### config.mk
export PLATFORM = sky130hd
export DESIGN_NAME = video_frame_capture
export DESIGN_NICKNAME = d
export VERILOG_FILES = /design/src/rtl/video_capture_pkg.sv /design/src/rtl/video_sync_edge.sv /design/src/rtl/video_frame_capture.sv
export SDC_FILE = /design/constraint.sdc
export NUM_CORES = 1
export LEC_CHECK = 0
export ABC_AREA = 1
export ABC_CLOCK_PERIOD_IN_PS = 5550
export CORE_MARGIN = 5
export CORE_UTILIZATION = 50
export CTS_CLUSTER_SIZE = 24
export DETAILED_ROUTE_END_ITERATION = 8
export GPL_TIMING_DRIVEN = 0
export PLACE_DENSITY = 0.83
export SETUP_SLACK_MARGIN = 0.5
export SLEW_MARGIN = 20
export SYNTH_ARGS = -nofsm -noshare
export SYNTH_HDL_FRONTEND = slang
export SYNTH_SLANG_ARGS = --single-unit
### constraint.sdc
create_clock -name i_clk_pixel -period 5.55 [get_ports i_clk_pixel]
set_clock_uncertainty 0.05 [all_clocks]
set_input_delay 1.665 -clock i_clk_pixel [delete_from_list [all_inputs] [get_ports i_clk_pixel]]
set_output_delay 1.665 -clock i_clk_pixel [all_outputs]
set_load 0.03 [all_outputs]
### src/rtl/video_capture_pkg.sv
// Shared types and helpers for the video frame-capture blocks.
//   cap_state_e     : capture FSM states
//   rgb888_to_444() : packs {R,G,B} 8-bit channels into 12-bit BRAM words
//   DEF_*           : default geometry and BRAM address width
package video_capture_pkg;

  localparam int unsigned DEF_IMAGE_SIZE_H = 1024;
  localparam int unsigned DEF_IMAGE_SIZE_V = 768;
  localparam int unsigned DEF_ADDR_W       = 18;
  localparam int unsigned CNT_W            = 12;
  localparam int unsigned PIX_IN_W         = 24;
  localparam int unsigned PIX_OUT_W        = 12;

  typedef enum logic [1:0] {
    ST_IDLE    = 2'd0,
    ST_ARM     = 2'd1,
    ST_CAPTURE = 2'd2
  } cap_state_e;

  // Keep the top nibble of each channel; the low nibbles are dropped on purpose.
  function automatic logic [PIX_OUT_W-1:0] rgb888_to_444(input logic [PIX_IN_W-1:0] pix);
    logic [PIX_OUT_W-1:0] unused_lo;
    unused_lo     = {pix[19:16], pix[11:8], pix[3:0]};
    rgb888_to_444 = {pix[23:20], pix[15:12], pix[7:4]};
  endfunction

endpackage

### src/rtl/video_sync_edge.sv
// Two-stage register of the video timing qualifiers with edge pulses.
//   i_clk_pixel, i_rstn : pixel clock, async active-low reset
//   vde, vsync          : raw timing inputs
//   vde_s1              : vde after one register stage (aligned with data_s1)
//   vde_fall_c          : vde falling edge (stage 1 low, stage 2 high)
//   vsync_rise_c        : vsync rising edge (stage 1 high, stage 2 low)
module video_sync_edge
  import video_capture_pkg::*;
(
  input  logic i_clk_pixel,
  input  logic i_rstn,
  input  logic vde,
  input  logic vsync,
  output logic vde_s1,
  output logic vde_fall_c,
  output logic vsync_rise_c
);

  logic vde_s2;
  logic vsync_s1;
  logic vsync_s2;

  // Timing pipeline
  always_ff @(posedge i_clk_pixel or negedge i_rstn) begin
    if (!i_rstn) begin
      vde_s1   <= 1'b0;
      vde_s2   <= 1'b0;
      vsync_s1 <= 1'b0;
      vsync_s2 <= 1'b0;
    end else begin
      vde_s1   <= vde;
      vde_s2   <= vde_s1;
      vsync_s1 <= vsync;
      vsync_s2 <= vsync_s1;
    end
  end

  assign vde_fall_c   = vde_s2 & ~vde_s1;
  assign vsync_rise_c = vsync_s1 & ~vsync_s2;

endmodule

### src/rtl/video_frame_capture.sv
// Frame-capture writer: 2x2-decimates a live 24-bit stream into RGB444 BRAM
// writes and measures the incoming active geometry.
//   i_clk_pixel, i_rstn          : pixel clock, async active-low reset
//   i_enable                     : capture runs while high
//   i_video_data/vde/vsync       : live video stream
//   o_wr_en/o_wr_addr/o_wr_data  : BRAM port-A write
//   o_frame_done                 : one-cycle pulse when a frame completes
//   o_frame_err                  : last completed frame had wrong geometry
//   o_meas_h/o_meas_v            : measured last-line length / line count
//   o_busy                       : high while capturing
module video_frame_capture
  import video_capture_pkg::*;
#(
  parameter int unsigned IMAGE_SIZE_H = DEF_IMAGE_SIZE_H,
  parameter int unsigned IMAGE_SIZE_V = DEF_IMAGE_SIZE_V,
  parameter int unsigned ADDR_W       = DEF_ADDR_W
) (
  input  logic                 i_clk_pixel,
  input  logic                 i_rstn,
  input  logic                 i_enable,
  input  logic [PIX_IN_W-1:0]  i_video_data,
  input  logic                 i_video_vde,
  input  logic                 i_video_vsync,
  output logic                 o_wr_en,
  output logic [ADDR_W-1:0]    o_wr_addr,
  output logic [PIX_OUT_W-1:0] o_wr_data,
  output logic                 o_frame_done,
  output logic                 o_frame_err,
  output logic [CNT_W-1:0]     o_meas_h,
  output logic [CNT_W-1:0]     o_meas_v,
  output logic                 o_busy
);

  localparam int unsigned AW1    = ADDR_W + 1;
  localparam int unsigned HALF_H = IMAGE_SIZE_H / 2;
  localparam int unsigned LIMIT  = HALF_H * (IMAGE_SIZE_V / 2);

  logic                vde_s1;
  logic                vde_fall_c;
  logic                vsync_rise_c;
  logic [PIX_IN_W-1:0] data_s1;
  cap_state_e          state;
  logic [CNT_W-1:0]    x_cnt;
  logic [CNT_W-1:0]    y_cnt;
  logic [CNT_W-1:0]    last_h;
  logic [AW1-1:0]      row_base;
  logic                err_acc;

  logic [AW1-1:0]      addr_c;
  logic                wr_mid_c;
  logic [CNT_W-1:0]    fin_h_c;
  logic [CNT_W-1:0]    fin_v_c;
  logic                fin_err_c;

  video_sync_edge u_sync_edge (
    .i_clk_pixel  (i_clk_pixel),
    .i_rstn       (i_rstn),
    .vde          (i_video_vde),
    .vsync        (i_video_vsync),
    .vde_s1       (vde_s1),
    .vde_fall_c   (vde_fall_c),
    .vsync_rise_c (vsync_rise_c)
  );

  // Pixel data stage, aligned with vde_s1
  always_ff @(posedge i_clk_pixel or negedge i_rstn) begin
    if (!i_rstn) data_s1 <= '0;
    else         data_s1 <= i_video_data;
  end

  // Write decision and end-of-frame values; a line ending in the same cycle
  // as the frame boundary is still folded into the measurement.
  always_comb begin
    addr_c    = row_base + AW1'(x_cnt[CNT_W-1:1]);
    wr_mid_c  = vde_s1 && !x_cnt[0] && !y_cnt[0]
                && (x_cnt < CNT_W'(IMAGE_SIZE_H))
                && (y_cnt < CNT_W'(IMAGE_SIZE_V))
                && (addr_c < AW1'(LIMIT));
    fin_h_c   = vde_fall_c ? x_cnt : last_h;
    fin_v_c   = vde_fall_c ? (y_cnt + CNT_W'(1)) : y_cnt;
    fin_err_c = err_acc
                || (vde_fall_c && (x_cnt != CNT_W'(IMAGE_SIZE_H)))
                || (fin_v_c != CNT_W'(IMAGE_SIZE_V));
  end

  // Capture FSM, counters and registered outputs
  always_ff @(posedge i_clk_pixel or negedge i_rstn) begin
    if (!i_rstn) begin
      state        <= ST_IDLE;
      x_cnt        <= '0;
      y_cnt        <= '0;
      last_h       <= '0;
      row_base     <= '0;
      err_acc      <= 1'b0;
      o_wr_en      <= 1'b0;
      o_wr_addr    <= '0;
      o_wr_data    <= '0;
      o_frame_done <= 1'b0;
      o_frame_err  <= 1'b0;
      o_meas_h     <= '0;
      o_meas_v     <= '0;
      o_busy       <= 1'b0;
    end else begin
      o_wr_en      <= 1'b0;
      o_frame_done <= 1'b0;
      o_wr_data    <= rgb888_to_444(data_s1);
      case (state)
        ST_IDLE: begin
          o_busy <= 1'b0;
          if (i_enable) state <= ST_ARM;
        end
        ST_ARM, ST_CAPTURE: begin
          if (vsync_rise_c && state == ST_CAPTURE) begin
            o_frame_done <= 1'b1;
            o_frame_err  <= fin_err_c;
            o_meas_h     <= fin_h_c;
            o_meas_v     <= fin_v_c;
          end
          if (!i_enable) begin
            // Abandon the frame: no done pulse unless the boundary lands here
            state  <= ST_IDLE;
            o_busy <= 1'b0;
          end else if (vsync_rise_c) begin
            // New frame; a pixel on the boundary cycle is its (0,0)
            state    <= ST_CAPTURE;
            o_busy   <= 1'b1;
            x_cnt    <= vde_s1 ? CNT_W'(1) : '0;
            y_cnt    <= '0;
            last_h   <= '0;
            row_base <= '0;
            err_acc  <= 1'b0;
            if (vde_s1) begin
              o_wr_en   <= 1'b1;
              o_wr_addr <= '0;
            end
          end else if (state == ST_CAPTURE) begin
            if (vde_s1) begin
              if (x_cnt != '1) x_cnt <= x_cnt + CNT_W'(1);
            end else if (vde_fall_c) begin
              x_cnt  <= '0;
              last_h <= x_cnt;
              if (y_cnt != '1) y_cnt <= y_cnt + CNT_W'(1);
              if (x_cnt != CNT_W'(IMAGE_SIZE_H)) err_acc <= 1'b1;
              // Next even line starts half a line further on
              if (y_cnt[0] && (y_cnt < CNT_W'(IMAGE_SIZE_V)))
                row_base <= row_base + AW1'(HALF_H);
            end
            if (wr_mid_c) begin
              o_wr_en   <= 1'b1;
              o_wr_addr <= addr_c[ADDR_W-1:0];
            end
          end
        end
        default: begin
          state  <= ST_IDLE;
          o_busy <= 1'b0;
        end
      endcase
    end
  end

endmodule

==> summary.md, run 1 <==
| Metric | Value |
|---|---|
| Mapped cell area | `5871 um2` |
| Crit path max fanout | `10` |
| Global Route Usage Sum | `0.2201` |
| Most frequent cells in the layout | `193 x nand2_1, 123 x dfrtp_1, 73 x clkdlybuf4s50_1` |
| Critical path required time | `approximately 5.8 ns` |
| Leakage Power | `around 3.5 nW` |
| Cells after DPL | `approximately 920` |
| Placed cell areas | `slightly below 7000 um2` |
| Detailed Routing Iterations Pass 1 | `5` |
| Worst-margin pin slew | `roughly 0.6 ns` |
| DR WL/cell | `15.66 um` |
| PnR worst setup slack | `about 2.3 ns` |
| Total Power | `~3.9 mW` |
| Post-route ant nets | `0` |
| Achievable frequency | `0.3037 GHz` |
| Die Ht | `118.4 um` |
| Critical setup path kind | `in -> reg` |
| Rel. slew slack | `0.5922` |
| Max-cap viol count | `0` |
| RSZ-0062 raised after global routing | `no` |
| Sequential fraction of the synthesis area | `0.5243` |
| Postcts setup bufs | `0` |
| Final std cells w/o fill | `roughly 950` |
| CTS hold repair buffers | `0` |
| Syn_nets | `between 700 and 800` |
| Hold Vio Cnt, Final | `0` |
| Synth Area per Inst | `roughly 8.3 um2` |
| Max-slew violations | `0` |
| Detail Placement HPWL | `10.08 mm` |
| Clock root buffer | `clkbuf_16` |
| Crit. End Element | `flip-flop` |
| Final nets | `~840` |
| H-tree levels | `4` |
| P&R area growth vs syn | `26.13%` |
| Final Util | `0.6457` |
| Largest net degree at the start of global routing | `79` |
| Total gr overflow | `0` |
| 1st-iter DRT viols | `between 500 and 600` |
| Num Clock Sinks | `about 120` |
| Initial antenna violation count | `0` |
| Period utilization | `0.5934` |
| Ys flop type | `dfrtp_1` |
| CTS tree | `built` |
| Final GP Congestion | `0.9030` |
| Clock slew at reported path FFs | `0.06 ns` |
| Crit path launch type | `primary input` |
| Site row count | `39` |
| Commonest non-fill, non-tap cell in the layout | `nand2_1` |
| DRC | `0` |
| Worst Hold Slack | `~0.30 ns` |
| Async S/R FF share, synth | `1.000` |
| Vias | `about 5,300` |
| # diodes | `0` |
| Via/cell ratio | `5.564` |
| Fin area | `approximately 7400 um2` |
| Peak VDD IR | `between 0.3 and 0.4 mV` |
| Buffers on Ports | `between 70 and 80` |
| Yosys warns | `0` |
| FF+latch count, synth | `around 120` |
| Final setup fails | `0` |
| CP arrival | `about 3.6 ns` |
| Mapped Cells | `roughly 700` |
| Min Tclk post-route | `roughly 3.3 ns` |
| Share of layout cells above drive strength 1 | `0.08385` |
| Initial Utilization | `0.5119` |
| Core area | `between 10,000 and 15,000 um2` |
| Yosys cell types | `40` |
| Number of synthesized flops with an enable pin | `0` |
| Die width | `about 120 um` |
| Post-CTS sizing | `0` |
| CTS Buf Count | `17` |
| Hold WC Path Type | `reg -> reg` |
| PD cells | `520.6 nW/um2` |
| Place WS | `between 1.5 and 2 ns` |
| First-pass GRT wire length | `roughly 25 mm` |
| Total negative slack | `0 ns` |
| Vias in the first global route | `approximately 5,300` |
| I/O pin cnt | `87` |
| Die area | `around 14,000 um2` |
| Latest clock arrival within the worst-skew pair | `0.43 ns` |
| CTS Buffer Depth | `2` |
| WL final | `~15 mm` |
| Run status | `complete, no violations` |
synthesized netlist by cell type, types with 3 or more instances:
library cell	count	area [um2]
o21ai_0	57	285.3
o21ai_1	6	30.03
ha_1	11	137.6
nand2_1	193	724.4
o22ai_1	8	50.05
a31oi_1	4	25.02
buf_2	5	25.02
inv_1	65	244.0
o31ai_1	13	97.59
a21oi_1	14	70.07
inv_2	4	15.01
clkbuf_1	16	60.06
nand3_1	54	270.3
xor2_1	10	87.58
nand2_2	11	68.82
nor2_4	3	33.78
dfrtp_1	123	3078
nor3_1	27	135.1
nor2_1	48	180.2
nand4_1	7	43.79
registers in the layout (all words and copies together), names as in the netlist:
| signal | cells |
|---|---|
| u_sync_edge.vde_s2 | 1 |
| err_acc | 1 |
| u_sync_edge.vsync_s1 | 1 |
| o_meas_h | 12 |
| data_s1 | 12 |
| u_sync_edge.vde_s1 | 1 |
| o_meas_v | 12 |
| o_wr_addr | 18 |
| last_h | 12 |
| o_frame_err | 1 |
| x_cnt | 12 |
| state | 2 |
| u_sync_edge.vsync_s2 | 1 |
| o_frame_done | 1 |
| row_base | 10 |
| y_cnt | 12 |
| o_wr_en | 1 |
| o_wr_data | 12 |
| o_busy | 1 |
final cells by class:
cell class / count / area [um2]
clock buffers: 19 / 452.9
flip-flops and latches: 123 / 3078
inverters: 69 / 259.0
repair buffers: 75 / 769.5
plain buffers: 25 / 116.4
well taps: 143 / 178.9
clock inverters: 13 / 132.6
multi-input cells: 487 / 2417
fillers: 883 / 4063
final timing paths:
| path | from | endpoint | slack [ns] | depth (start not counted) |
|---|---|---|---|---|
| min in group asynchronous | i_rstn | data_s1[13] | 1.11 | 1 |
| max in group asynchronous | i_rstn | x_cnt[9] | 3.61 | 2 |
| worst max-delay path | i_enable | last_h[0] | 2.26 | 9 |
| worst max register to register | state[0] | last_h[0] | 3.19 | 10 |
| worst min-delay path | data_s1[13] | o_wr_data[5] | 0.30 | 0 |
| worst min register to register | data_s1[13] | o_wr_data[5] | 0.30 | 0 |
logic make-up after synthesis:
logic type,Yosys count,synth area share
simple gates,355,0.2666
flops,123,0.5243
compound gates,108,0.1032
buf+inv,94,0.06394
xor+xnor,12,0.01790
fa+ha+maj,11,0.02344
other cells,1,0.0006388
worst max-delay path: stages:
cell             delay [ns]
clkdlybuf4s50_1        0.43
nand2_1                0.15
inv_1                  0.07
o21ai_1                0.15
inv_1                  0.13
nand2_1                0.24
clkbuf_1               0.46
nand2_1                0.16
o31ai_1                0.11
report_power, final:
part / total [mW] / leakage, nW / switching [mW] / internal, mW
logic: 1.38 / 1.60 / 0.858 / 0.520
registers: 1.39 / 1.58 / 0.223 / 1.17
clock network: 1.09 / 0.287 / 0.437 / 0.651
total: 3.85 / 3.46 / 1.52 / 2.34
per-layer routing:
layer | part of all wire | global-route usage
met1 | 0.40 | 0.2726
met2 | 0.50 | 0.3579
met3 | 0.069 | 0.05969
met4 | 0.033 | 0.1054
met5 | 0 | 0
No activity file was read; power rests on OpenSTA's default activity.
==> inputs of run 2 (changes only) <==
--- a/config.mk
+++ b/config.mk
@@ -6,13 +6,13 @@
 export NUM_CORES = 1
 export LEC_CHECK = 0
 export ABC_AREA = 1
-export ABC_CLOCK_PERIOD_IN_PS = 5550
+export ABC_CLOCK_PERIOD_IN_PS = 2940
 export CORE_MARGIN = 5
-export CORE_UTILIZATION = 50
+export CORE_UTILIZATION = 49
 export CTS_CLUSTER_SIZE = 24
 export DETAILED_ROUTE_END_ITERATION = 8
 export GPL_TIMING_DRIVEN = 0
-export PLACE_DENSITY = 0.83
+export PLACE_DENSITY = 0.84
 export SETUP_SLACK_MARGIN = 0.5
 export SLEW_MARGIN = 20
 export SYNTH_ARGS = -nofsm -noshare
==> constraint.sdc (replaced) <==
create_clock -name i_clk_pixel -period 2.94 [get_ports i_clk_pixel]
set_clock_uncertainty 0.05 [all_clocks]
set_input_delay 0.882 -clock i_clk_pixel [delete_from_list [all_inputs] [get_ports i_clk_pixel]]
set_output_delay 0.882 -clock i_clk_pixel [all_outputs]
set_load 0.03 [all_outputs]
==> summary.md, run 2 (synthesized netlist as in run 1, its figures left out) <==
| Metric | Value |
|---|---|
| H-tree levels | `4 (unchanged)` |
| Largest register FFs | `18 (unchanged)` |
| Share of layout cells above drive strength 1 | `0.09914 (+0.01530)` |
| RSZ-0062 raised after global routing | `no` |
| Vias | `5,288 (-0.38%)` |
| Die area | `14,270 um2 (+1.9%)` |
| Final nets | `844 (+0.72%)` |
| Clock root buffer | `clkbuf_16` |
| Total gr overflow | `0 (unchanged)` |
| Post-route ant nets | `0 (unchanged)` |
| Latest clock arrival within the worst-skew pair | `0.42 ns (about the same)` |
| I/O pin cnt | `87 (unchanged)` |
| CTS Buf Count | `17 (unchanged)` |
| WL final | `15.05 mm (+0.71%)` |
| Worst path cell trace | `clkdlybuf4s50_1` |
| Peak VDD IR | `0.6432 mV (+110%)` |
| Worst Hold Slack | `0.2970 ns (+0.0007260 ns)` |
| PD cells | `964.3 nW/um2 (+85%)` |
| Clock slew at reported path FFs | `0.06 ns (about the same)` |
| Net Sw Power | `2.895 mW (+91%)` |
| Largest net degree at the start of global routing | `77 (-2.5%)` |
| Crit path launch type | `flip-flop` |
| Crit-path slowest cell | `clkdlybuf4s50_1` |
| First-pass GRT wire length | `24.72 mm (-2.3%)` |
| CP peak stage delay | `0.69 ns (+0.23 ns)` |
| Run status | `complete, no violations` |
| Site row count | `40 (+2.6%)` |
| Worst-margin pin slew | `0.6387 ns (+0.02697 ns)` |
| Period utilization | `0.8166` |
| Total Power | `7.206 mW (+87%)` |
| Critical path required time | `2.01 ns (-3.81 ns)` |
| Combinational share of power | `0.365 (+0.007)` |
| Global Route Usage Sum | `0.2159 (-0.004266)` |
| Rel. slew slack | `0.5742 (-0.01798)` |
| Internal | `4.311 mW (+84%)` |
| # diodes | `0 (unchanged)` |
| Buffers on Ports | `74 (unchanged)` |
| Most frequent cells in the layout | `192 x nand2_1, 123 x dfrtp_1, 65 x clkdlybuf4s50_1` |
| PnR worst setup slack | `0.5391 ns (-1.718 ns)` |
| Initial antenna violation count | `0 (unchanged)` |
| Total negative slack | `0 ns (unchanged)` |
| Die width | `119.5 um (+0.93%)` |
| P&R area growth vs syn | `27.28%` |
| Min Tclk post-route | `2.401 ns` |
| Final setup fails | `0 (unchanged)` |
| Critical setup path kind | `reg -> out` |
| Hold Vio Cnt, Final | `0 (unchanged)` |
| Achievable frequency | `about 0.42 GHz` |
| CP delay by family, top | `buffers and inverters` |
| Num Clock Sinks | `123 (unchanged)` |
| Clock group share of total power | `0.271 (-0.011)` |
| CTS Buffer Depth | `2 (unchanged)` |
| Core area | `11,860 um2 (+3.4%)` |
| Most flops, register | `o_wr_addr` |
| Crit path buf inv count | `1 (-3)` |
| Via/cell ratio | `5.485 (-1.4%)` |
| Sw Share | `0.4017 (+0.007996)` |
| 1st-iter DRT viols | `438 (-14%)` |
| CP arrival | `1.47 ns (-2.10 ns)` |
| Crit path max fanout | `1 (-9)` |
| Leakage Power | `3.587 nW (+3.6%)` |
| CTS hold repair buffers | `0 (unchanged)` |
| Vias in the first global route | `5,149 (-3.3%)` |
| Max-slew violations | `0 (unchanged)` |
| Max-cap viol count | `0 (unchanged)` |
| Detailed Routing Iterations Pass 1 | `5 (unchanged)` |
| Die Ht | `119.5 um (+0.93%)` |
| DR WL/cell | `15.61 um (-0.34%)` |
| CTS tree | `built` |
| Final Util | `0.6300 (-0.01576)` |
| Hold WC Path Type | `reg -> reg` |
| Commonest non-fill, non-tap cell in the layout | `nand2_1` |
| Place WS | `-0.02193 ns (-1.872 ns)` |
| Crit. End Element | `output pin` |
| Final GP Congestion | `0.9032 (about the same)` |
| Detail Placement HPWL | `9.782 mm (-3.0%)` |
| DRC | `0 (unchanged)` |
| Flop pwr share | `0.363 (+0.003)` |
| Initial Utilization | `0.4949 (-0.01701)` |
run 2: changes by cell type in the layout (fill, tap and decap cells not counted), sizes merged:
cell           before  now
clkinvlp            1    2
inv                75   76
clkinv              5    4
bufinv              1    0
dlymetal6s2s        0    7
clkbuf             36   35
clkdlybuf4s50      73   65
dlygate4sd2         0    1
buf                10   17
run 2: final timing paths:
kind / from / endpoint / cells after the start / slack (ns)
max reg2reg: x_cnt[11] / o_wr_addr[12] / 13 / 0.69
max in group asynchronous: i_rstn / row_base[18] / 2 / 1.78
min: data_s1[14] / o_wr_data[6] / 0 / 0.30
max: o_wr_data[3] / o_wr_data[3] / 1 / 0.54
min reg2reg: data_s1[14] / o_wr_data[6] / 0 / 0.30
min in group asynchronous: i_rstn / data_s1[14] / 1 / 0.34
run 2: per-stage QoR:
stage                     cell area [um2]  cells
final                                7472    964
after global routing                 7472    964
after CTS                            7382    958
after detailed placement             6824    926
after global placement               6795    925
after floorplan                      5871    704
run 2: final cells by class:
type | count | area (um2)
fillers | 910 | 4389
plain buffers | 25 | 122.6
flip-flops and latches | 123 | 3078
inverters | 69 | 259.0
clock buffers | 19 | 442.9
multi-input cells | 487 | 2445
clock inverters | 13 | 110.1
well taps | 147 | 183.9
repair buffers | 81 | 830.8
run 2: power by group through the flow:
stage | registers (mW) | logic, mW | clock network [mW]
6_report | 2.62 | 2.63 | 1.96
4_1_cts | 2.60 | 2.59 | 1.97
2_1_floorplan | 3.04 | 1.16 | 0
3_3_place_gp | 2.60 | 2.49 | 0
5_1_grt | 2.69 | 2.88 | 2.05
3_5_place_dp | 2.62 | 2.55 | 0
run 2: metal layers:
metal  track usage  vias up  part of all wire
li1              -     2500                 -
met1        0.2763     2532              0.40
met2        0.3581      220              0.51
met3       0.04558       36             0.068
met4       0.08733        0             0.023
met5             0        -                 0
run 2: worst reg2reg max path, delay by kind of cell (launching register included):
family	cells	cell delay, ns
buf+inv	1	0.15
flops	1	0.41
simple gates	10	0.96
compound gates	1	0.21
fa+ha+maj	1	0.37
run 2: what timing repair did:
item	CTS	global route
endpoints found under the setup margin	11	43
resized for setup	2	20
pin swaps	0	7
setup buffers	0	6
==> inputs of run 3 (changes only) <==
--- a/config.mk
+++ b/config.mk
@@ -6,13 +6,13 @@
 export NUM_CORES = 1
 export LEC_CHECK = 0
 export ABC_AREA = 1
-export ABC_CLOCK_PERIOD_IN_PS = 2940
+export ABC_CLOCK_PERIOD_IN_PS = 2400
 export CORE_MARGIN = 5
-export CORE_UTILIZATION = 49
+export CORE_UTILIZATION = 50
 export CTS_CLUSTER_SIZE = 24
 export DETAILED_ROUTE_END_ITERATION = 8
 export GPL_TIMING_DRIVEN = 0
-export PLACE_DENSITY = 0.84
+export PLACE_DENSITY = 0.83
 export SETUP_SLACK_MARGIN = 0.5
 export SLEW_MARGIN = 20
 export SYNTH_ARGS = -nofsm -noshare
==> constraint.sdc (replaced) <==
create_clock -name i_clk_pixel -period 2.4 [get_ports i_clk_pixel]
set_clock_uncertainty 0.05 [all_clocks]
set_input_delay 0.72 -clock i_clk_pixel [delete_from_list [all_inputs] [get_ports i_clk_pixel]]
set_output_delay 0.72 -clock i_clk_pixel [all_outputs]
set_load 0.03 [all_outputs]
==> summary.md, run 3 (synthesized netlist as in run 1, its figures left out) <==
| Metric | Value |
|---|---|
| Cells after DPL | `922 (-0.43%)` |
| Share of layout cells above drive strength 1 | `0.2707 (+0.1715)` |
| Leakage Power | `3.775 nW (+5.2%)` |
| Max-slew violations | `0 (unchanged)` |
| Initial antenna violation count | `0 (unchanged)` |
| Period utilization | `0.8766` |
| Worst-margin pin slew | `0.5260 ns (-0.1127 ns)` |
| Run status | `complete, no violations` |
| # diodes | `0 (unchanged)` |
| Vias | `5,658 (+7.0%)` |
| Final setup fails | `0 (unchanged)` |
| Latest clock arrival within the worst-skew pair | `0.43 ns (about the same)` |
| Final std cells w/o fill | `989 (+2.6%)` |
| Min Tclk post-route | `about 2.1 ns` |
| Global Route Usage Sum | `0.2225 (+0.006610)` |
| DRC | `0 (unchanged)` |
| Die Ht | `118.4 um (-0.92%)` |
| Buffers on Ports | `74 (unchanged)` |
| Reg2reg path depth | `13 (unchanged)` |
| Clock slew at reported path FFs | `0.06 ns (about the same)` |
| I/O pin cnt | `87 (unchanged)` |
| DR WL/cell | `17.04 um (+9.2%)` |
| Worst Hold Slack | `0.1728 ns (-0.1242 ns)` |
| Via/cell ratio | `5.721 (+4.3%)` |
| WL final | `16.85 mm (+12%)` |
| Post-route ant nets | `0 (unchanged)` |
| Net Sw Power | `3.788 mW (+31%)` |
| Critical path required time | `2.67 ns (+0.66 ns)` |
| Rel. slew slack | `0.6494 (+0.07514)` |
| Hold Vio Cnt, Final | `0 (unchanged)` |
| CTS tree | `built` |
| Final Util | `0.6951 (+0.06519)` |
| Most frequent cells in the layout | `172 x nand2_1, 113 x dfrtp_1, 61 x inv_1` |
| Final GP Congestion | `0.8909 (-1.4%)` |
| Die area | `14,010 um2 (-1.8%)` |
| Core area | `11,470 um2 (-3.3%)` |
| Combinational share of power | `0.394 (+0.029)` |
| Total Power | `9.295 mW (+29%)` |
| H-tree levels | `4 (unchanged)` |
| Flop pwr share | `0.346 (-0.017)` |
| Largest register FFs | `18 (unchanged)` |
| Internal | `5.506 mW (+28%)` |
| Sw Share | `0.4076 (+0.005829)` |
| Largest net degree at the start of global routing | `76 (-1.3%)` |
| Crit. End Element | `flip-flop` |
| P&R area growth vs syn | `35.78%` |
| CTS Buf Count | `17 (unchanged)` |
| PD cells | `1166 nW/um2 (+21%)` |
| RSZ-0062 raised after global routing | `yes` |
| Crit path launch type | `flip-flop` |
| Final nets | `873 (+3.4%)` |
| Detailed Routing Iterations Pass 1 | `6 (+1)` |
| Max-cap viol count | `0 (unchanged)` |
| CTS Buffer Depth | `2 (unchanged)` |
| First-pass GRT wire length | `25.72 mm (+4.1%)` |
| CP arrival | `2.37 ns (+0.90 ns)` |
| Achievable frequency | `between 0.4 and 0.5 GHz` |
| 1st-iter DRT viols | `649 (+48%)` |
| Peak VDD IR | `0.6670 mV (+3.7%)` |
| Num Clock Sinks | `123 (unchanged)` |
| Hold WC Path Type | `in -> async` |
| Total gr overflow | `0 (unchanged)` |
| Clock group share of total power | `0.260 (-0.011)` |
| Vias in the first global route | `5,333 (+3.6%)` |
| CTS hold repair buffers | `0 (unchanged)` |
| Die width | `118.4 um (-0.92%)` |
| Fin area | `7971 um2 (+6.7%)` |
| Initial Utilization | `0.5119 (+0.01701)` |
| Crit path max fanout | `5 (+4)` |
| Detail Placement HPWL | `9.932 mm (+1.5%)` |
| Site row count | `39 (-2.5%)` |
| Clock root buffer | `clkbuf_16` |
| Critical setup path kind | `reg -> reg` |
| Commonest non-fill, non-tap cell in the layout | `nand2_1` |
| Most flops, register | `o_wr_addr` |
| Placed cell areas | `6849 um2 (+0.37%)` |
==> run 3: final timing paths <==
| path | start | endpoint | slack, ns |
|---|---|---|---|
| worst max register to register | row_base[10] | o_wr_addr[15] | 0.30 |
| worst max-delay path | row_base[10] | o_wr_addr[15] | 0.30 |
| max in group asynchronous | i_rstn | x_cnt[10] | 1.40 |
| worst min register to register | data_s1[5] | o_wr_data[1] | 0.30 |
| worst min-delay path | i_rstn | data_s1[15] | 0.17 |
| min in group i_clk_pixel | data_s1[5] | o_wr_data[1] | 0.30 |
==> run 3: stage by stage <==
stage          setup TNS (ns)  setup WS [ns]
3_3_place_gp          -528.10         -4.202
5_1_grt                     0         0.1681
3_5_place_dp           -13.94        -0.4265
2_1_floorplan               0         0.4628
4_1_cts                     0         0.3442
6_report                    0         0.2962
==> run 3: area by class of cell <==
class,instances,area [um2]
multi-input cells,487,2665
well taps,143,178.9
inverters,69,264.0
flip-flops and latches,123,3090
clock buffers,19,432.9
clock inverters,13,121.4
fillers,742,3496
repair buffers,110,1059
plain buffers,25,160.2
==> run 3: power groups by stage <==
stage | registers, mW | logic, mW | clock network (mW)
after detailed placement | 3.22 | 3.18 | 0
final | 3.22 | 3.66 | 2.42
after global routing | 3.29 | 3.96 | 2.53
after CTS | 3.19 | 3.35 | 2.41
after floorplan | 3.74 | 1.46 | 0
after global placement | 3.19 | 3.10 | 0
==> run 3: per-layer routing <==
layer / up-vias / GRT usage / wire length [um]
li1: 2571 / - / -
met1: 2738 / 0.2845 / 6583
met2: 268 / 0.3601 / 8405
met3: 81 / 0.05014 / 1145
met4: 0 / 0.1047 / 719
met5: - / 0 / 0
==> run 3: critical path, stage by stage (launching register included) <==
cell	delay (ns)
dfrtp_1	0.41
ha_4	0.30
nand2_4	0.06
o21ai_4	0.22
inv_2	0.09
nor2_4	0.12
nand3_2	0.10
nand2_2	0.09
nand3_2	0.08
nand2_4	0.13
nand2_8	0.09
buf_16	0.15
nand2_2	0.06
nand2_1	0.05
==> run 3: what timing repair did <==
item                       4_1_cts  5_1_grt
cloned                           2        0
setup buffers                   14       19
resized for setup              217       77
pin swaps                       10        8
setup endpoints to repair      141      100
==> variant 1 (settings of run 2) <==
Encoding of `cap_state_e`: now one-hot (3 bits for 3 states).
--- a/src/rtl/video_capture_pkg.sv
+++ b/src/rtl/video_capture_pkg.sv
@@ -13,6 +13,6 @@
 
-  typedef enum logic [1:0] {
-    ST_IDLE    = 2'd0,
-    ST_ARM     = 2'd1,
-    ST_CAPTURE = 2'd2
+  typedef enum logic [2:0] {
+    ST_IDLE    = 3'b001,
+    ST_ARM     = 3'b010,
+    ST_CAPTURE = 3'b100
   } cap_state_e;
Formal check against the unedited RTL: same outputs for any inputs over 4 cycles, from zero or initial values and one cycle with i_rstn low; so few cycles prove little.
==> variant 1 against run 2 <==
- area after synthesis increased by 1.7%
- power decreased by 17%
- combinational power fell by 36%
- cell count grew 1.1%
- setup slack worse by 3.6 ps
- sequential cell count increased by 1
- design area grew 1.4%
- routed wire length is 3.4% lower
==> variant 1: results (changes against run 2) <==
* Area Overhead vs Synth at 26.8%
* Maximum vdd drop at 0.416 mV (-35%)
* DRC marker count from the first detailed-route iteration at 565 (+29%)
* Post-synthesis xor/xnor area fraction at 2.20% (+0.41 points)
* Layout Cells excl Fill at 975 (+1.1%)
* Wl on met1 at 6220 µm (+2.9%)
* Critical Path End: o_meas_h[3]
* Number of global-route vias before repair at 4,956 (-3.7%)
* Worst-Margin Slew at 750 ps (+111 ps)
* CP arrival at 1470 ps (about the same)
* Outcome: finished, final reports clean
* Adder-Cell Fraction of Synth Area at 1.47% (-0.88 points)
* Power consumption at 5.96 mW (-17%)
* Post-Syn Area per Cell at 8.32 µm² (-0.24%)
* Reg-to-Reg Start: y_cnt[0]$_DFFE_PN0P_
* Multi-input logic area at 2510 µm² (+2.8%)
* Fill cells at 951 (+4.5%)
* Sequential area share after synthesis at 52.0% (-0.46 points)
* Largest net degree at the start of global routing at 67 (-13%)
* Buffers excl. clock at 100 (-5.7%)
* DR WL met2 at 7040 µm (-7.8%)
* Core Box Area at 12,000 µm² (+0.84%)
* Post-synth top cells: nand2_1 (226), dfrtp_1 (123), inv_1 (66)
* Synth Area in Compound Gates at 7.18% (-3.1 points)
* GRT met3 Usage at 5.33% (+0.77 points)
* Cell Area, Placed at 6930 µm² (+1.5%)
* Clock-cell share of area at 7.75% (+0.35 points)
* Met2 Use GR at 32.2% (-3.6 points)
* P_seq at 2.23 mW (-15%)
* Placed cells at 940 (+1.5%)
* Share of cells above drive strength 1 at 11.1% (+1.2 points)
* P_leak at 3.80 nW (+5.9%)
* Sink Count at 124 (+0.81%)
* Max FO, Critical Path at 2 (+1)
* #MultiIn Comb at 503 (+3.3%)
* Clk. pwr at 2.05 mW (+5%)
* Syn_nets at 754 (+1.3%)
* Final net count at 851 (+0.83%)
* All-Layer GR Usage at 20.5% (-1.0 points)
* Worst Reg-to-Reg Cells at 7 (-6)
* GPL Wtd Cong at 0.929 (+2.8%)
* Crit path from: o_meas_h[3]$_DFFE_PN0P_
* Wire length per cell at 14.9 µm (-4.5%)
* NonClk Buf Share at 12.2% (-0.58 points)
* Met3 WL at 1040 µm (+1.2%)
* HPWL after DPL at 10,200 µm (+3.9%)
* Vias per cell at 5.34 (-2.6%)
* R2r endpoint: o_wr_addr[9]$_DFFE_PN0P_
* Netlist cell types at 44 (+10%)
* Clkbuf count at 20 (+1)
* Flop2flop setup slack at 640 ps (-50 ps)
* Global-route wire length before repair at 23,800 µm (-3.7%)
* Slowest CP cell: clkdlybuf4s50_1
* CTS buffer count at 17 (unchanged)
==> variant 1: cell count changes in the layout (fill, tap and decap cells not counted), sizes merged, moves of 3 or more <==
cell | run 2 | this run
nand2 | 207 | 239
o21ai | 64 | 44
nor3 | 27 | 10
nand4 | 7 | 21
nand3 | 56 | 68
o31ai | 13 | 2
nor2 | 53 | 61
inv | 76 | 70
clkbuf | 35 | 30
clkdlybuf4s50 | 65 | 70
dlymetal6s2s | 7 | 3
ha | 11 | 7
xor2 | 10 | 13
==> variant 1: worst min-delay path by stage <==
stage	depth (start not counted)	start	slack (ps)	endpoint
floorplan	0	data_s1[4]$_DFF_PN0_	280	o_wr_data[0]$_DFF_PN0_
CTS	0	data_s1[6]$_DFF_PN0_	300	o_wr_data[2]$_DFF_PN0_
finish	0	data_s1[4]$_DFF_PN0_	300	o_wr_data[0]$_DFF_PN0_
global route	0	data_s1[6]$_DFF_PN0_	300	o_wr_data[2]$_DFF_PN0_
detailed placement	0	data_s1[6]$_DFF_PN0_	280	o_wr_data[2]$_DFF_PN0_
global placement	0	data_s1[12]$_DFF_PN0_	280	o_wr_data[4]$_DFF_PN0_
==> variant 1: what timing repair did <==
item	4_1_cts	5_1_grt
setup endpoints to repair	0	43
buffers inserted	0	3
resized for setup	0	11
==> variant 1: logic make-up (layout without fill, tap and decap cells) <==
family | after synthesis | after routing
fa+ha+maj | 7 | 7
buf+inv | 91 | 201
compound gates | 76 | 76
flops | 124 | 124
simple gates | 404 | 404
other cells | 1 | 1
xor+xnor | 15 | 15
==> variant 1: stage by stage <==
step / setup slack, ps / TNS [ps]
5_1_grt: 495 / 0
3_3_place_gp: -3910 / -482430
3_5_place_dp: 115 / 0
4_1_cts: 511 / 0
6_report: 536 / 0
2_1_floorplan: 924 / 0
==> variant 2 (settings of run 2) <==
Made on the original files. The output `o_wr_data` loses its register stage (`o_wr_data` becomes a continuous assignment).
--- a/src/rtl/video_frame_capture.sv
+++ b/src/rtl/video_frame_capture.sv
@@ -96,3 +96,2 @@
       o_wr_addr    <= '0;
-      o_wr_data    <= '0;
       o_frame_done <= 1'b0;
@@ -105,3 +104,2 @@
       o_frame_done <= 1'b0;
-      o_wr_data    <= rgb888_to_444(data_s1);
       case (state)
@@ -161,2 +159,4 @@
 
+  assign o_wr_data = rgb888_to_444(data_s1);
+
 endmodule
Function: changed (Yosys sat finds a counterexample within 4 cycles, from zero or initial values and one cycle with i_rstn low).
==> variant 2 against run 2 <==
- routed wire length down 10%
- sequential cell count down 12
- area after synthesis down 5.3%
- setup slack better by 16 ps
- utilization down 1.8 points
- power down 9.5%
- count of clock-buffer cells in the layout down 8
- sequential share of layout area down 0.92 points
- clock power down 34%
- die area down 4.8%
- critical endpoint is now o_wr_addr[8]
- via count down 4.9%
- design area down 7.7%
- largest cell class unchanged
==> variant 2: results (changes against run 2) <==
* Outcome: finished, final reports clean
* Post-synth top area share at 50.0% (-2.5 points)
* Routed vias at 5,030 (-4.9%)
* H-tree levels at 3 (-1)
* Worst skew pair latency at 360 ps (-60 ps)
* Synth Area in Compound Gates at 11.1% (+0.82 points)
* Worst-Margin Slew at 577 ps (-61.9 ps)
* Pre-antenna DRT Iters at 6 (+1)
* Max FO, Critical Path at 2 (+1)
* Global-route wire length before repair at 22,300 µm (-9.9%)
* Syn_nets at 714 (-4.0%)
* Sequential area share after synthesis at 50.0% (-2.5 points)
* Adder-Cell Fraction of Synth Area at 2.48% (+0.13 points)
* Grt met1 use at 26.9% (-0.77 points)
* Cell Area, Placed at 6510 µm² (-4.6%)
* Maximum vdd drop at 0.407 mV (-37%)
* Wl on met1 at 5740 µm (-5.1%)
* Vias per cell at 5.50 (+0.32%)
* Post-synth top cells: nand2_1 (180), dfrtp_1 (111), nand3_1 (61)
* GPL Wtd Cong at 0.913 (+1.0%)
* Pre-CTS WS at -3.17 ps (+18.8 ps)
* Sw Pwr at 2.72 mW (-6.1%)
* Main area contributors after synthesis: dfrtp_1 (50%), nand2_1 (12%), nand3_1 (5.5%)
* DRC marker count from the first detailed-route iteration at 572 (+31%)
* Final wirelength at 13,500 µm (-10%)
* P_leak at 3.22 nW (-10%)
* Post-synthesis xor/xnor area fraction at 1.89% (+0.10 points)
* DR WL met2 at 6620 µm (-13%)
* CTS buffer count at 9 (-8)
## variant 2: cell families after synthesis
logic type | Yosys count
compound gates | 109
xor+xnor | 12
simple gates | 344
flops | 111
other cells | 1
fa+ha+maj | 11
buf+inv | 86
## variant 2: timing repair
item                                    4_1_cts  5_1_grt
resized for setup                             3        6
hold buffers                                  0        0
pin swaps                                     0        1
setup buffers                                 0        5
endpoints found under the setup margin       31       37
gates cloned                                  0        1
## variant 2: path summary, 6_finish.rpt
check,start,end,slack (ps),cells past startpoint
setup / recovery,o_wr_addr[8]$_DFFE_PN0P_,o_wr_addr[8],560,1
hold / removal,u_sync_edge.vsync_s1$_DFF_PN0_,u_sync_edge.vsync_s2$_DFF_PN0_,320,0
setup reg to reg,x_cnt[11]$_DFFE_PN0P_,o_wr_addr[17]$_DFFE_PN0P_,700,12
hold reg to reg,u_sync_edge.vsync_s1$_DFF_PN0_,u_sync_edge.vsync_s2$_DFF_PN0_,320,0
max in group asynchronous,i_rstn,data_s1[13]$_DFF_PN0_,1790,2
min in group asynchronous,i_rstn,o_wr_en$_DFF_PN0_,370,1
## variant 2: cell type report
class	count	area share [%]
flip-flops and latches	111	40.3
multi-input cells	477	35.7
repair buffers	80	11.7
clock buffers	11	3.66
inverters	61	3.32
well taps	143	2.59
plain buffers	25	1.76
clock inverters	5	0.925
repair inverters	1	0.0726
## variant 2: metrics by stage
stage / utilization (%) / setup TNS [ps] / power, mW / hold WS, ps
2_1_floorplan: - / 0 / 4.19 / 299
3_3_place_gp: 57.5 / -366760 / 5.13 / 307
3_5_place_dp: 57.7 / -3.17 / 5.20 / 312
4_1_cts: 60.6 / 0 / 6.53 / 328
5_1_grt: 61.2 / 0 / 6.95 / 354
6_report: 61.2 / 0 / 6.52 / 325
